--- src/rtl/rr_index_arb_pkg.sv ---
// Shared constants and state type for the round-robin index arbiter.
// Consumers: rr_pick and rr_index_arb.
package rr_index_arb_pkg;

  localparam int IDX_W_DEF = 5;
  localparam int NONE_IDX  = 0;

  typedef enum logic {
    IDLE  = 1'b0,
    GRANT = 1'b1
  } state_t;

endpackage : rr_index_arb_pkg

--- src/rtl/rr_index_arb_pick.sv ---
// rr_pick: combinational round-robin search over indices 1..N-1.
// Scans from start+1 upward, wraps past N-1 (index 0 is skipped) and ends at start itself.
module rr_pick
  import rr_index_arb_pkg::*;
#(
  parameter int IDX_W = IDX_W_DEF
) (
  input  logic [(1<<IDX_W)-1:0] eligible,
  input  logic [IDX_W-1:0]      start,
  output logic [IDX_W-1:0]      winner,
  output logic                  any_hit
);

  localparam int N = 1 << IDX_W;

  logic [N-1:0]     w_elig;
  logic [N-1:0]     w_rot;
  logic [IDX_W-1:0] w_off;

  // Index 0 is the "no grant" code and can never win.
  assign w_elig = eligible & ~{{(N-1){1'b0}}, 1'b1};

  // w_rot[gi] is the eligibility of the index gi+1 steps after start.
  generate
    for (genvar gi = 0; gi < N; gi++) begin : g_rot
      logic [IDX_W-1:0] w_pos;
      assign w_pos     = start + IDX_W'(gi + 1);
      assign w_rot[gi] = w_elig[w_pos];
    end
  endgenerate

  always_comb begin
    w_off = '0;
    for (int i = N - 1; i >= 0; i--) begin
      if (w_rot[i]) begin
        w_off = IDX_W'(i);
      end
    end
  end

  assign any_hit = |w_rot;
  assign winner  = any_hit ? (start + w_off + IDX_W'(1)) : IDX_W'(NONE_IDX);

endmodule : rr_pick

--- src/rtl/rr_index_arb.sv ---
// rr_index_arb: registered round-robin arbiter emitting the granted index with a valid/ready handshake.
// Optional macro RR_LOCK_EN adds a lock input that re-grants the current index at handshake.
module rr_index_arb
  import rr_index_arb_pkg::*;
#(
  parameter int IDX_W = IDX_W_DEF
) (
  input  logic                  clk,
  input  logic                  rst_n,
  input  logic [(1<<IDX_W)-1:0] req,
  input  logic                  out_ready,
`ifdef RR_LOCK_EN
  input  logic                  lock,
`endif
  output logic [IDX_W-1:0]      idx,
  output logic                  idx_valid
);

  localparam int N = 1 << IDX_W;

  state_t           r_state;
  logic [IDX_W-1:0] r_idx;
  logic             r_valid;
  logic [IDX_W-1:0] r_last;

  logic [IDX_W-1:0] w_start;
  logic [IDX_W-1:0] w_win;
  logic             w_any;
  logic             w_hold;

  // While granting, a handshake makes the current index the new "last",
  // so the search can start from it directly and avoid a bubble.
  assign w_start = (r_state == GRANT) ? r_idx : r_last;

  rr_pick #(
    .IDX_W (IDX_W)
  ) u_pick (
    .eligible (req),
    .start    (w_start),
    .winner   (w_win),
    .any_hit  (w_any)
  );

`ifdef RR_LOCK_EN
  assign w_hold = lock & req[r_idx];
`else
  assign w_hold = 1'b0;
`endif

  always_ff @(posedge clk or negedge rst_n) begin
    if (!rst_n) begin
      r_state <= IDLE;
      r_idx   <= IDX_W'(NONE_IDX);
      r_valid <= 1'b0;
      r_last  <= IDX_W'(N - 1);
    end else begin
      case (r_state)
        IDLE: begin
          if (w_any) begin
            r_state <= GRANT;
            r_idx   <= w_win;
            r_valid <= 1'b1;
          end
        end
        GRANT: begin
          if (out_ready && !w_hold) begin
            r_last <= r_idx;
            if (w_any) begin
              r_idx <= w_win;
            end else begin
              r_state <= IDLE;
              r_idx   <= IDX_W'(NONE_IDX);
              r_valid <= 1'b0;
            end
          end
        end
        default: begin
          r_state <= IDLE;
          r_idx   <= IDX_W'(NONE_IDX);
          r_valid <= 1'b0;
        end
      endcase
    end
  end

  assign idx       = r_idx;
  assign idx_valid = r_valid;

endmodule : rr_index_arb

--- config.mk ---
export PLATFORM = sky130hd
export DESIGN_NAME = rr_index_arb
export DESIGN_NICKNAME = d
export VERILOG_FILES = /design/src/rtl/rr_index_arb_pkg.sv /design/src/rtl/rr_index_arb_pick.sv /design/src/rtl/rr_index_arb.sv
export SDC_FILE = /design/constraint.sdc
export NUM_CORES = 1
export LEC_CHECK = 0
export CORE_AREA = 4 4 98 100
export CTS_BUF_LIST = sky130_fd_sc_hd__clkbuf_4
export DETAILED_ROUTE_END_ITERATION = 12
export DIE_AREA = 0 0 102 104
export GPL_TIMING_DRIVEN = 0
export PLACE_DENSITY = 0.78
export SETUP_SLACK_MARGIN = 0.15
export SYNTH_ARGS = -nofsm -noshare
export SYNTH_HDL_FRONTEND = slang
export SYNTH_HIERARCHICAL = 1
export SYNTH_SLANG_ARGS = --single-unit
--- constraint.sdc ---
create_clock -name clk -period 5.7 [get_ports clk]
set_input_delay 1.14 -clock clk [delete_from_list [all_inputs] [get_ports clk]]
set_output_delay 1.14 -clock clk [all_outputs]
set_load 0.01 [all_outputs]
==> key figures, run 1 <==
STA
  • Final period util: 96.55%
  • Post-Route Skew: roughly 0.0026 ns
  • Fin. Hold Viols: 0
  • Max Clk Rate: approximately 180 MHz
  • Setup TNS: 0 ns
  • Normalized max-slew margin: a little under three fifths
  • RSZ-0062 raised after global routing: true
  • Fin crit period: approximately 5.5 ns
  • Count of pins over their slew limit: 0
  • Final setup vio count: 0
  • Worst Tran Pin Value: 0.6451 ns

Routing
  • DR WL/cell: 24.34 um
  • Vias per cell: roughly 7.1
  • Drt initial violations: ~310
  • First-pass detailed-route iteration total: 5
  • Detail Route Antenna Nets: 0
  • # DRC: 0
  • Via count: 4008
  • Drt total wl: 13730 um

Floorplan
  • Site Rows: 34
  • Initial Util: between 40% and 50%
  • Die X: about 100 um
  • Area of the core: between 0.008 and 0.009 mm^2
  • Die Y: between 100 and 150 um
  • IO Count: 41
  • Die area: 0.01061 mm^2

Setup path
  • CP Data Arrival Time: 5.65 ns
  • CP Max Fanout: 6
  • Worst reg-to-reg setup slack: 0.20 ns
  • Slowest CP cell: mux4_2
  • Critical Path RT: 5.85 ns
  • Worst Path Buf+Inv: 8
  • Setup CP Type: register to register
  • Top delay family on crit path: multiplexers
  • Max stage delay on crit path: 0.43 ns
  • CP Launch Type: register
  • Endpoint class of the critical path: register

Logic synthesis
  • Async set or reset register ratio after synthesis: between 90% and 100%
  • Yosys top cell by area: mux4_2
  • Syn Std Cell Area: approximately 0.0042 mm^2
  • Post-synthesis cell type count: 54
  • Most used DFF post-synth: dfrtp_1
  • Seq/Total Area, Yosys: under 10%
  • Post-synth top area share: 41.42%
  • Yosys warnings: 6
  • Syn Inst Count: 373
  • Synth Area per Inst: about 11 um^2
  • Count leader, synth: mux4_2
  • Main area contributors after synthesis: mux4_2 41%, mux2i_1 8.5%, mux2_2 7.4%
  • Synthesized net count: 426
  • Synthesized flop and latch total: 12
  • Post-synth EDFFs: 0
  • Synth top cells by count: 78 x mux4_2, 36 x mux2i_1, 28 x mux2_2

CTS
  • Deepest clock path buffer count: 2
  • Post-CTS Hold Fix Bufs: 0
  • Total CTS buffers: 3
  • Clock slew at reported path FFs: 0.08 ns
  • Clock Latency Late Sink: 0.26 ns
  • CTS H-tree lvls: 1
  • CTS sink cnt: 12
  • Clk root buf: clkbuf_4
  • CTS tree: yes

Hold path
  • Hold/Removal Path Class: register to register

Final layout
  • Fillers: 658
  • Nets: 510
  • Fin util: 63.80%
  • Non-Filler Instances: 564
  • Share of cells above drive strength 1: 47.81%
  • Synthesis-to-layout area growth: 30.53%
  • Antenna diodes: 0

Global route
  • Grt total ovfl: 0
  • Total GRT Usage: between 20% and 30%
  • Vias in the first global route: 3925
  • Initial antenna violation count: 0
  • Global-route wire length before repair: 21040 um
  • Maximum number of pins on one net before global-route repair: 15

Status
  • Status: finished clean

Run
  • Max-cap viol count: 0

Placed design
  • PortBufs: 39
  • Dpl cells: 520
  • Final Wtd Congestion: 0.9685
  • Post-DP HPWL: 9964 um
## metal layers
layer / GRT usage, % / vias to the layer above / wire, um
li1: - / 1690 / -
met1: 32.69 / 1981 / 5037
met2: 42.57 / 279 / 6838
met3: 3.689 / 58 / 1230
met4: 7.029 / 0 / 622
met5: 0 / - / 0
## what timing repair did
item / 4_1_cts / 5_1_grt
buffers inserted: 15 / 23
setup endpoints to repair: 7 / 6
gates cloned: 0 / 2
pin swaps: 13 / 14
gates resized for setup: 60 / 25
## per-stage QoR
step	worst slack [ns]	hold WS [ns]	instance area [um^2]
after global routing	0.03642	0.6092	5537
after detailed placement	-0.8354	0.5337	4787
after CTS	0.1624	0.5524	5190
after floorplan	0.1893	0.5632	4262
final	0.1969	0.5440	5537
after global placement	-0.6772	0.5209	4787
## worst register-to-register path, delay by kind of cell, from the launching register on
kind / cells / cell delay [ns]
buf+inv: 8 / 0.92
mux: 4 / 1.42
fa+ha+maj: 3 / 0.74
compound gates: 8 / 1.41
simple gates: 2 / 0.18
xor+xnor: 2 / 0.32
flops: 1 / 0.39
## cells by family after synthesis
group,Yosys count,synth area share (%)
multiplexers,152,60.06
AND/OR/NAND/NOR,75,9.351
AO/OA/AOI/OAI,53,8.083
buffers and inverters,35,4.012
XOR/XNOR,28,5.782
adder cells (fa/ha/maj),18,5.487
flip-flops,12,7.227
## cells in the final DEF (no fill, tap or decap), types with 6 or more instances in the layout
master | Yosys | layout
nor2b_1 | 7 | 6
buf_12 | 0 | 7
inv_1 | 11 | 9
dfrtp_1 | 7 | 7
buf_2 | 10 | 6
nand2_1 | 19 | 18
mux2_2 | 28 | 26
clkdlybuf4s50_1 | 0 | 39
mux2i_2 | 1 | 6
mux2i_4 | 0 | 6
mux2_1 | 9 | 7
xnor2_1 | 18 | 15
mux4_2 | 78 | 78
xor2_1 | 10 | 7
nor2_1 | 17 | 17
a21oi_1 | 16 | 15
ha_1 | 17 | 14
buf_4 | 3 | 38
mux2i_1 | 36 | 25
o21ai_0 | 11 | 10
## cell type report
type                            count  area (um^2)  share of cell area (%)
Multi-Input combinational cell    326         4025                   72.70
Timing Repair Buffer               79        730.7                   13.20
Sequential cell                    12        306.5                   5.537
Buffer                             21        237.7                   4.294
Tap cell                          108        135.1                   2.441
Inverter                           14        71.32                   1.288
Clock buffer                        4        30.03                  0.5424
## state kept, by name (all words and copies together), names as in the netlist
name and flops:
idx_valid 1, r_last 5, r_state 1, idx 5
## path summary, 6_finish.rpt
check                                      startpoint                     to  cells after the start
worst max-delay path                r_state$_DFF_PN0_     idx[4]$_DFFE_PN0P_                     27
worst min-delay path            idx_valid$_DFFE_PN0P_  idx_valid$_DFFE_PN0P_                      2
worst max register to register      r_state$_DFF_PN0_     idx[4]$_DFFE_PN0P_                     27
worst min register to register  idx_valid$_DFFE_PN0P_  idx_valid$_DFFE_PN0P_                      2
max in group asynchronous                       rst_n  r_last[3]$_DFFE_PN1P_                      1
min in group asynchronous                       rst_n     idx[0]$_DFFE_PN0P_                      1
Power of run 1 is not shown: default switching activity piles up to over one toggle a cycle in this logic, so the estimate is an artifact.
==> run 2: changes to the inputs <==
CELL_PAD_IN_SITES_DETAIL_PLACEMENT = 1   (was not set)
CELL_PAD_IN_SITES_GLOBAL_PLACEMENT = 1   (was not set)
CORE_AREA = 4 4 104 106   (was 4 4 98 100)
DIE_AREA = 0 0 108 110   (was 0 0 102 104)
PLACE_DENSITY = 0.84   (was 0.78)
==> run 2 against run 1 <==
Utilization decreased by 4.8 points. The flow now finishes with violations (negative setup slack). Worst setup slack got worse by 0.43 ns. Via count increased by 14%. Hold slack improved by 0.030 ns. Clock skew about the same. Highest routed layer unchanged. First-iteration DRC count increased by 70%. Register-to-register slack got worse by 0.43 ns. Die area increased by 12%. Critical path depth decreased by 2. Design area increased by 4.1%. Final cell count increased by 7.4%.
==> key figures, run 2 (synthesis results as in run 1) <==
Placed design
  • Post-DP HPWL: 11680 um
  • PortBufs: 39
  • Dpl cells: 545
  • Final Wtd Congestion: between 0.9 and 1
  • Placed Area: between 0.004 and 0.005 mm^2

Setup path
  • Critical Path RT: between 5 and 6 ns
  • Worst reg-to-reg setup slack: -0.24 ns
  • CP Data Arrival Time: 6.13 ns
  • CP Launch Type: register
  • Setup CP Type: register to register
  • CP Max Fanout: 6
  • Endpoint class of the critical path: register

STA
  • Final hold slack: 0.5740 ns
  • Post-Route Skew: 0.002907 ns
  • Max Clk Rate: 168.5 MHz
  • RSZ-0062 raised after global routing: true
  • Count of pins over their slew limit: 0
  • Min setup slack post-route: -0.2351 ns
  • Final period util: 104.1%
  • Fin crit period: 5.935 ns
  • Worst Tran Pin Value: 0.8962 ns
  • Fin. Hold Viols: 0
  • Normalized max-slew margin: between 40 and 50%
  • Final setup vio count: 2

CTS
  • Clock slew at reported path FFs: 0.09 ns
  • Clk root buf: clkbuf_4
  • Deepest clock path buffer count: 2
  • CTS sink cnt: 12
  • CTS tree: yes
  • CTS H-tree lvls: 1
  • Total CTS buffers: 3
  • Clock Latency Late Sink: 0.32 ns

Routing
  • DR WL/cell: 34.00 um
  • Detail Route Antenna Nets: 0
  • Via count: about 4600
  • Vias per cell: 7.525
  • Drt initial violations: roughly 530
  • # DRC: 0
  • Drt total wl: 20600 um
  • First-pass detailed-route iteration total: 5

Run
  • Max-cap viol count: 0

Final layout
  • Non-Filler Instances: 606
  • Share of cells above drive strength 1: 52.22%
  • Synthesis-to-layout area growth: 35.84%
  • Antenna diodes: 0
  • Commonest non-fill, non-tap cell in the layout: mux4_2
  • Nets: roughly 530
  • Commonest non-fill, non-tap cells in the layout: 78 x mux4_2, 54 x buf_4, 39 x clkdlybuf4s50_1
  • Fin util: approximately 59%
  • Design area: 0.005762 mm^2

Floorplan
  • Die area: 0.01188 mm^2
  • IO Count: 41
  • Site Rows: 36
  • Die X: about 110 um
  • Area of the core: 0.009774 mm^2
  • Initial Util: 43.39%
  • Die Y: approximately 110 um

Global route
  • Grt total ovfl: 0
  • Global-route wire length before repair: about 30000 um
  • Maximum number of pins on one net before global-route repair: 15
  • Initial antenna violation count: 0
  • Vias in the first global route: 4767
  • Total GRT Usage: 33.10%

Hold path
  • Hold/Removal Path Class: register to register

Status
  • Failing checks: negative setup slack
  • Status: complete, but fails checks
## run 2: changes by cell type in the layout (fill, tap and decap cells not counted), sizes merged
cell,delta
buf,+18
clkbuf,-2
clkinvlp,+1
## run 2: stage by stage
step / setup slack, ns / setup TNS, ns
finish: -0.2351 / -0.2886
global route: -0.4316 / -1.242
CTS: 0.05774 / 0
detailed placement: -0.9777 / -2.993
global placement: -0.7147 / -1.789
floorplan: 0.1893 / 0
## run 2: path summary, 6_finish.rpt
kind                                     from                    end  cells after the start
max in group asynchronous               rst_n  r_last[2]$_DFFE_PN1P_                      1
hold reg to reg            idx[3]$_DFFE_PN0P_  r_last[3]$_DFFE_PN1P_                      1
setup / recovery            r_state$_DFF_PN0_     idx[4]$_DFFE_PN0P_                     25
setup reg to reg            r_state$_DFF_PN0_     idx[4]$_DFFE_PN0P_                     25
hold / removal             idx[3]$_DFFE_PN0P_  r_last[3]$_DFFE_PN1P_                      1
min in group asynchronous               rst_n     idx[0]$_DFFE_PN0P_                      1
## run 2: per-layer routing
metal / up-vias / part of all wire [%] / global-route usage (%)
li1: 1729 / - / -
met1: 2322 / 35 / 38.74
met2: 380 / 48 / 55.20
met3: 129 / 8.7 / 7.105
met4: 0 / 7.7 / 21.55
met5: - / 0 / 0
## run 2: repair_timing
action	CTS	global route
hold endpoints to repair	0	0
cloned	2	0
hold buffers	0	0
endpoints found under the setup margin	7	7
buffers inserted	40	15
gates resized for setup	71	33
pin swaps	13	23
## run 2: worst max-delay path, stage by stage (launching register included)
cell        delay, ns
dfrtp_1          0.41
buf_6            0.14
mux2_4           0.33
buf_6            0.13
clkbuf_16        0.14
buf_12           0.12
clkinvlp_4       0.10
buf_12           0.11
ha_4             0.20
buf_8            0.15
buf_8            0.13
buf_4            0.14
mux4_2           0.38
mux4_2           0.59
mux2i_4          0.24
nand2_2          0.12
or4_4            0.53
a311oi_2         0.32
ha_1             0.31
a21o_1           0.18
a21oi_2          0.14
xor2_1           0.24
xnor2_1          0.21
nor2_2           0.10
a32oi_2          0.25
o21ai_1          0.11
## run 2: layout make-up
type / instances / area, um^2
clock buffers: 3 / 22.52
repair buffers: 96 / 864.6
flip-flops and latches: 12 / 306.5
well taps: 133 / 166.4
plain buffers: 21 / 225.2
multi-input cells: 326 / 4113
clock inverters: 1 / 3.754
inverters: 14 / 60.06
fillers: 993 / 4013
Power of run 2 is left out for the same reason.
